`src/rtl/mips_timer_mmio.sv`:
```
// rtl/mips_timer_mmio.sv - MMIO decode between the MIPS data port and RAM, with a compare/match timer
// Loads from the I/O page return timer registers and all other loads return RAM data, with no added latency.
module mips_timer_mmio #(
    parameter logic [31:0] IO_BASE = 32'hFFFF_FF00,
    parameter int          CNT_W   = 32,
    parameter int          PRE_W   = 16
) (
    input  logic        clk,
    input  logic        reset,
    input  logic        memwrite,
    input  logic [31:0] memaddr,
    input  logic [31:0] memwritedata,
    output logic [31:0] memreaddata,
    output logic        ram_we,
    output logic [31:0] ram_addr,
    output logic [31:0] ram_wdata,
    input  logic [31:0] ram_rdata,
    output logic        irq
);
    typedef enum logic [1:0] {IDLE, RUN, HALT} state_t;

    state_t             state_q, state_d;
    logic               autoreload_q, autoreload_d;
    logic               irqen_q, irqen_d;
    logic [CNT_W-1:0]   count_q, count_d;
    logic [CNT_W-1:0]   compare_q, compare_d;
    logic [PRE_W-1:0]   prescale_q, prescale_d;
    logic [PRE_W-1:0]   pre_q, pre_d;
    logic               match_q, match_d;
    logic               ovf_q, ovf_d;

    logic               io_sel, io_wr, tick, match_set, ovf_set;
    logic               wr_ctrl, wr_count, wr_compare, wr_status, wr_prescale;
    logic [31:0]        io_rdata;

    assign io_sel      = (memaddr[31:8] == IO_BASE[31:8]);
    assign io_wr       = memwrite & io_sel;
    assign wr_ctrl     = io_wr && (memaddr[7:2] == 6'h00);
    assign wr_count    = io_wr && (memaddr[7:2] == 6'h01);
    assign wr_compare  = io_wr && (memaddr[7:2] == 6'h02);
    assign wr_status   = io_wr && (memaddr[7:2] == 6'h03);
    assign wr_prescale = io_wr && (memaddr[7:2] == 6'h04);

    assign ram_we      = memwrite & ~io_sel;
    assign ram_addr    = memaddr;
    assign ram_wdata   = memwritedata;
    assign memreaddata = io_sel ? io_rdata : ram_rdata;
    assign irq         = irqen_q & match_q;

    // EN is not stored: it reads back as "currently running", so HALT shows EN=0
    always_comb begin
        io_rdata = 32'h0;
        case (memaddr[7:2])
            6'h00:   io_rdata = {29'h0, irqen_q, autoreload_q, state_q == RUN};
            6'h01:   io_rdata = 32'(count_q);
            6'h02:   io_rdata = 32'(compare_q);
            6'h03:   io_rdata = {30'h0, ovf_q, match_q};
            6'h04:   io_rdata = 32'(prescale_q);
            default: io_rdata = 32'h0;
        endcase
    end

    always_comb begin
        state_d      = state_q;
        autoreload_d = autoreload_q;
        irqen_d      = irqen_q;
        count_d      = count_q;
        compare_d    = compare_q;
        prescale_d   = prescale_q;
        pre_d        = pre_q;
        tick         = 1'b0;
        match_set    = 1'b0;
        ovf_set      = 1'b0;

        if (state_q == RUN) begin
            if (pre_q == prescale_q) begin
                tick  = 1'b1;
                pre_d = '0;
            end else begin
                pre_d = pre_q + 1'b1;
            end
        end

        if (tick) begin
            if (count_q == compare_q) begin
                match_set = 1'b1;
                if (autoreload_q) begin
                    count_d = '0;
                end else begin
                    state_d = HALT;
                end
            end else begin
                count_d = count_q + 1'b1;
                ovf_set = &count_q;
            end
        end

        // Software writes are applied after the tick so they take priority
        if (wr_count) begin
            count_d = memwritedata[CNT_W-1:0];
            pre_d   = '0;
        end
        if (wr_prescale) begin
            prescale_d = memwritedata[PRE_W-1:0];
            pre_d      = '0;
        end
        if (wr_compare) begin
            compare_d = memwritedata[CNT_W-1:0];
        end
        if (wr_ctrl) begin
            autoreload_d = memwritedata[1];
            irqen_d      = memwritedata[2];
            state_d      = memwritedata[0] ? RUN : IDLE;
        end

        match_d = (match_q & ~(wr_status & memwritedata[0])) | match_set;
        ovf_d   = (ovf_q   & ~(wr_status & memwritedata[1])) | ovf_set;
    end

    always_ff @(posedge clk) begin
        if (reset) begin
            state_q      <= IDLE;
            autoreload_q <= 1'b0;
            irqen_q      <= 1'b0;
            count_q      <= '0;
            compare_q    <= '1;
            prescale_q   <= '0;
            pre_q        <= '0;
            match_q      <= 1'b0;
            ovf_q        <= 1'b0;
        end else begin
            state_q      <= state_d;
            autoreload_q <= autoreload_d;
            irqen_q      <= irqen_d;
            count_q      <= count_d;
            compare_q    <= compare_d;
            prescale_q   <= prescale_d;
            pre_q        <= pre_d;
            match_q      <= match_d;
            ovf_q        <= ovf_d;
        end
    end
endmodule
```
`config.mk`:
```
export PLATFORM = sky130hd
export DESIGN_NAME = mips_timer_mmio
export DESIGN_NICKNAME = d
export VERILOG_FILES = /design/src/rtl/mips_timer_mmio.sv
export SDC_FILE = /design/constraint.sdc
export NUM_CORES = 1
export LEC_CHECK = 0
export CAP_MARGIN = 10
export CORE_ASPECT_RATIO = 0.6
export CORE_MARGIN = 2
export CORE_UTILIZATION = 43
export CTS_CLUSTER_SIZE = 14
export DETAILED_ROUTE_END_ITERATION = 6
export MAX_ROUTING_LAYER = met4
export PLACE_DENSITY = 0.77
export RECOVER_POWER = 100
export SKIP_CTS_REPAIR_TIMING = 1
export SLEW_MARGIN = 40
export SYNTH_ARGS = -nofsm -noshare
export SYNTH_HDL_FRONTEND = slang
export SYNTH_SLANG_ARGS = --single-unit
```
`constraint.sdc`:
```
create_clock -name clk -period 2.2 [get_ports clk]
set_clock_uncertainty 0.2 [all_clocks]
set_input_delay 0.22 -clock clk [delete_from_list [all_inputs] [get_ports clk]]
set_output_delay 0.22 -clock clk [all_outputs]
set_load 0.02 [all_outputs]
```
Yosys cells after proc, flatten, opt, wreduce, memory -nomap -nowiden:

Index checks and enable logic that the tools add are counted.

* reduce and logical (&&, ||, !) cells: 13
* mux-type cells: 18
* bitwise operators: 12
* equal/unequal tests: 10
* add/sub/neg operators: 2

Operators by type and width (count)
* 2-to-1 mux 32 bit: 5
* one-hot mux 32 bit (5 select lines): 1
* adder 32 x 1 -> 32 bit, second input constant: 1
* == test 32 bit: 1
* AND reduction 32 bit: 1
* == test 24 bit, second input constant: 1
* adder 16 x 1 -> 16 bit, second input constant: 1
* == test 16 bit: 1
* 2-to-1 mux 16 bit: 1
* == test 6 x 2 -> 1 bit, second input constant: 2
* 2-to-1 mux 2 bit: 4
* AND 1 bit: 7
* 2-to-1 mux 1 bit: 7
* == test 6 x 1 -> 1 bit, second input constant: 1
* == test 6 x 3 -> 1 bit, second input constant: 1
* logical NOT 6 bit: 1
* nonzero test 2 bit: 3
* logical AND 1 bit: 5
* != test 3 bit, second input constant: 1
* inverter 1 bit: 3
* AND reduction 3 bit: 1
* OR reduction 3 bit: 1
* == test 2 x 1 -> 1 bit, second input constant: 1
* != test 2 x 1 -> 1 bit, second input constant: 1
* 2 further kinds: 3

* output and inout bits: 98
* register bits: 102
* input port bits: 99
* word-level logic and storage cells: 64

Longest topological paths before layout:

Gate-level depths: netlist of the first run.

* word-level depth: 7
* mapped depth: 11
* gate-level depth less buffers: 7

Least setup slack after synthesis of the first run:

No wires, ideal clock.

* path type: in2out
* from: in memaddr[5]
* to: out memreaddata[13]
* data required time: 1.780 ns
* path slack: -0.116 ns
* arrival: 1.896 ns
* stages on the path: 7
* path buffers: 2
* path through: nor3_1 nor3b_2 and2_1 clkbuf_1 clkbuf_1 a222oi_1 o21ai_0

* longest elaborated chain between the ends: 3
* elaborated cells between the ends (all ways): 7
* classes of those cells: 4 x eq/ne; 2 x mux; 1 x reduce/logical

RTL lines
* from (decl): RTL line 11 `input logic [31:0] memaddr,`
* == test 6 x 3 -> 1 bit (tied with other cells): RTL line 53 `case (memaddr[7:2])`
* one-hot mux 32 bit (5 select lines) (*): RTL line 53
* 2-to-1 mux 32 bit (*): RTL line 47 `assign memreaddata = io_sel ? io_rdata : ram_rdata;`
* to (decl): RTL line 13 `output logic [31:0] memreaddata,`

Every way passes the cells marked *; elsewhere a longest branch is shown, timed or not.

Worst setup path in the final report of the first run:

* from: reg pre_q[3]
* to: reg count_q[9]

* longest elaborated chain between the ends: 5

RTL lines
* from (decl): RTL line 28 `logic [PRE_W-1:0] pre_q, pre_d;`
* from (signal assigned): RTL line 138 `pre_q <= pre_d;`
* == test 16 bit: RTL line 76 `if (pre_q == prescale_q) begin`
* 2-to-1 mux 1 bit: RTL line 76
* 2-to-1 mux 1 bit: RTL line 75 `if (state_q == RUN) begin`
* nonzero test 2 bit (no line)
* AND reduction 2 bit (no line)
* to (signal assigned): RTL line 135 `count_q <= count_d;`
* to (decl): RTL line 25 `logic [CNT_W-1:0] count_q, count_d;`

No other way between the ends.
A chain may end at the register's enable or synchronous reset.

==> metrics.md, run 1 <==
| Metric | Value |
|---|---|
| Final design utilization | 71.82% |
| Per-cell routed wire length | between 20 and 25 microns |
| CP arrival | around 2.7 ns |
| Register bit total from synthesis | 102 |
| Reg power frac | ~45% |
| Share of post-route cells with drive strength above 1 | 31.31% |
| Worst IR Drop VDD | roughly 0.35 mV |
| Final setup fails | 100 |
| Endpoint class of the critical path | register |
| Clock Latency Late Sink | between 0.3 and 0.4 ns |
| CTS tree | yes |
| Synth Area in XOR/XNOR | 10.02% |
| Final ANT Viol Nets | 0 |
| Failing checks | negative setup slack |
| Critical path launch point type | register |
| Post-DP Area | between 0.009 and 0.01 sq mm |
| Switching share of total power | about a quarter |
| Compound-Gate Fraction of Synth Area | roughly 16% |
| Final Cycle Share | 117.2% |
| Post-synthesis cell type count | 46 |
| Worst slew pin tran | about 0.66 ns |
| Synthesized area per cell | 7.473 sq um |
| RSZ-0062 raised after global routing | yes |
| Pre-CTS WS | -0.7870 ns |
| CTS Buf Count | 9 |
| Total grt overflow | 0 |
| DIE AREA | around 0.016 sq mm |
| First-pass GRT wire length | about 37000 microns |
| IO buf count | ~190 |
| Placed Cells | ~1300 |
| CTS root buf | clkbuf_16 |
| Ys Warns | 0 |
| Sequential standard cell area | approximately 0.0021 sq mm |
| Final Hold Fails | 0 |
| Post-Syn Instances | 877 |
| RePlAce Congestion | ~0.94 |
| DRC viols | 0 |
| Starting Density | between 40% and 50% |
| Clk sink count | 102 |
| Commonest non-fill, non-tap cell in the layout | nand2_1 |
| Clock-pin slew on the worst setup and hold paths | around 0.08 ns |
| Main combinational cell family by area after synthesis | simple AND/OR/NAND/NOR gates |
| N_diodes | 0 |
| Synthesis-to-finish area growth | 60.82% |
| Synth Net Count | between 900 and 1000 |
| Area share of the largest cell type after synthesis | roughly 31% |
| DP HPWL | about 18000 microns |
| Clock power frac | 39.2% |
| H-tree depth | 3 |
| Final min period | between 2 and 3 ns |
| Min setup slack post-route | -0.3785 ns |
| Vias per cell | between 5 and 6 |
| Crit Path Max Fanout | 7 |
| Post-synthesis mux area share | less than 1% |
| Adder-cell share of the synthesized area | less than 1% |
| Status | complete, but fails checks |
| Multi-input logic area | roughly 0.0042 sq mm |
| Die Ht | 99.63 microns |
| CTS Buffer Depth | 2 |
| Initial DRC Count | 1030 |
| R2R depth | 10 |
| Layout filler cell count | roughly 1100 |
| Largest net degree at the start of global routing | 43 |
| Commonest cells after routing, fill and taps aside | 183 x nand2_1, 173 x buf_4, 86 x dfxtp_1, 65 x clkdlybuf4s50_1, 63 x dlygate4sd3_1 |
| PD cells | 389.6 mW/mm^2 |
| Peak Freq | 387.8 MHz |
| Slew Viols, Final | 0 |
| Total track usage | between 20 and 30% |
| Synth Cell Area | approximately 0.0066 sq mm |
| Simple-Gate Fraction of Synth Area | between 20% and 30% |
| Number of global-route vias before repair | roughly 6800 |
| Vias | approximately 8000 |
| Largest cells by area after synthesis | dfxtp_1 31%, nand2_1 11%, xor2_1 7.8% |
| Number of flops mapped to enable cells by yosys | 0 |
| Async SR Flop Fraction | 0% |
| Worst Hold Class | primary input to register |
| Power, Total | ~4 mW |
| Fin cells | ~1400 |
| Final Instance Area | around 0.011 sq mm |
| Hold Path Depth | 2 |
| Worst Setup Path Type | register to register |
| FP Rows | 34 |
| Cell Int Power | 3.021 mW |
| Worst EP required | about 2.3 ns |
| Rel. slew slack | 56.22% |
| Nets | 1249 |
| Setup TNS | -15.71 ns |
| Post-synth top flop | dfxtp_1 |
| Pleak | ~4.4 nW |
| 1st-pass router iterations | 7 |
| WHS | between 0.1 and 0.15 ns |
| Combinational Power Share | between 15 and 20% |
| Die X | 163.4 microns |
| Initial antenna violation count | 0 |
| Synth area leader | dfxtp_1 |
| DRT Wirelength | between 20000 and 30000 microns |
| Sw Pwr | between 1 and 1.5 mW |
| CORE AREA | approximately 0.015 sq mm |
| Number of max-cap violations | 0 |
| Top Ports | roughly 200 |
| Sequential area share after synthesis | a little under a third |
[power groups by stage]
stage | clock [mW] | combinational, mW | sequential [mW]
6_report | 1.61 | 0.651 | 1.84
5_1_grt | 1.67 | 0.681 | 1.84
4_1_cts | 1.61 | 0.654 | 1.84
3_5_place_dp | 0 | 0.650 | 1.89
3_3_place_gp | 0 | 0.650 | 1.89
2_1_floorplan | 0 | 0.287 | 1.89
[per-layer routing]
metal	vias up	GRT usage [%]	routed length (microns)	part of all wire, %
li1	3545	-	-	-
met1	3573	41.07	10710	39
met2	625	44.89	11870	44
met3	66	6.839	3982	15
met4	0	5.922	685	2.5
met5	-	-	0	0
[cell type report]
class | count | share of cell area, %
well taps | 198 | 2.350
multi-input cells | 642 | 39.77
inverters | 2 | 0.07123
clock inverters | 5 | 0.3799
clock buffers | 11 | 2.398
repair buffers | 391 | 35.47
flip-flops and latches | 102 | 19.56
[kinds of logic after synthesis]
family | after synthesis
and+or+nand+nor | 396
adders and majority gates | 2
muxes | 4
xor gates and xnor gates | 75
buffers and inverters | 133
DFF | 102
AOI/OAI and AO/OA | 165
[path summary, 6_finish.rpt]
check | start | endpoint | slack [ns]
worst max-delay path | pre_q[3]$_SDFFE_PP0N_ | count_q[9]$_SDFFE_PP0P_ | -0.38
worst min-delay path | reset | count_q[2]$_SDFFE_PP0P_ | 0.12
worst max register to register | pre_q[3]$_SDFFE_PP0N_ | count_q[9]$_SDFFE_PP0P_ | -0.38
worst min register to register | match_q$_SDFF_PP0_ | match_q$_SDFF_PP0_ | 0.28
[sequential cells by signal, summed over array words and instances (netlist names)]
signal,count
state_q,2
ovf_q,1
irqen_q,1
autoreload_q,1
compare_q,32
count_q,32
pre_q,16
match_q,1
prescale_q,16
[Yosys cell counts (16+ instances only)]
master and count:
nand4_1 26, dfxtp_1 102, nor3_1 20, clkbuf_1 38
a222oi_1 16, xnor2_1 17, buf_2 27, a21oi_1 42
nand2_1 186, nand3b_1 34, a22oi_1 16, nand3_1 18
nor2_1 53, buf_4 64, xor2_1 58, o21ai_0 50
[critical path: stages, from the launching register on]
cell	delay (ns)
dfxtp_1	0.33
xor2_1	0.21
nor4_2	0.35
nand4_1	0.25
or2_4	0.33
buf_4	0.16
o21ai_4	0.14
buf_12	0.16
clkbuf_16	0.16
nand2_1	0.06
a21oi_1	0.17
Power figures use the tool's default switching activity.
==> run 2: changes to the inputs <==
- CAP_MARGIN: 10 -> 20
==> results of run 2 <==
Same layout as run 1: the final DEF is identical, and so are final timing and power.
==> run 3: changes to the inputs <==
- GPL_TIMING_DRIVEN: not set -> 1
==> results of run 3 <==
Same layout as run 1: the final DEF is identical, and so are final timing and power.
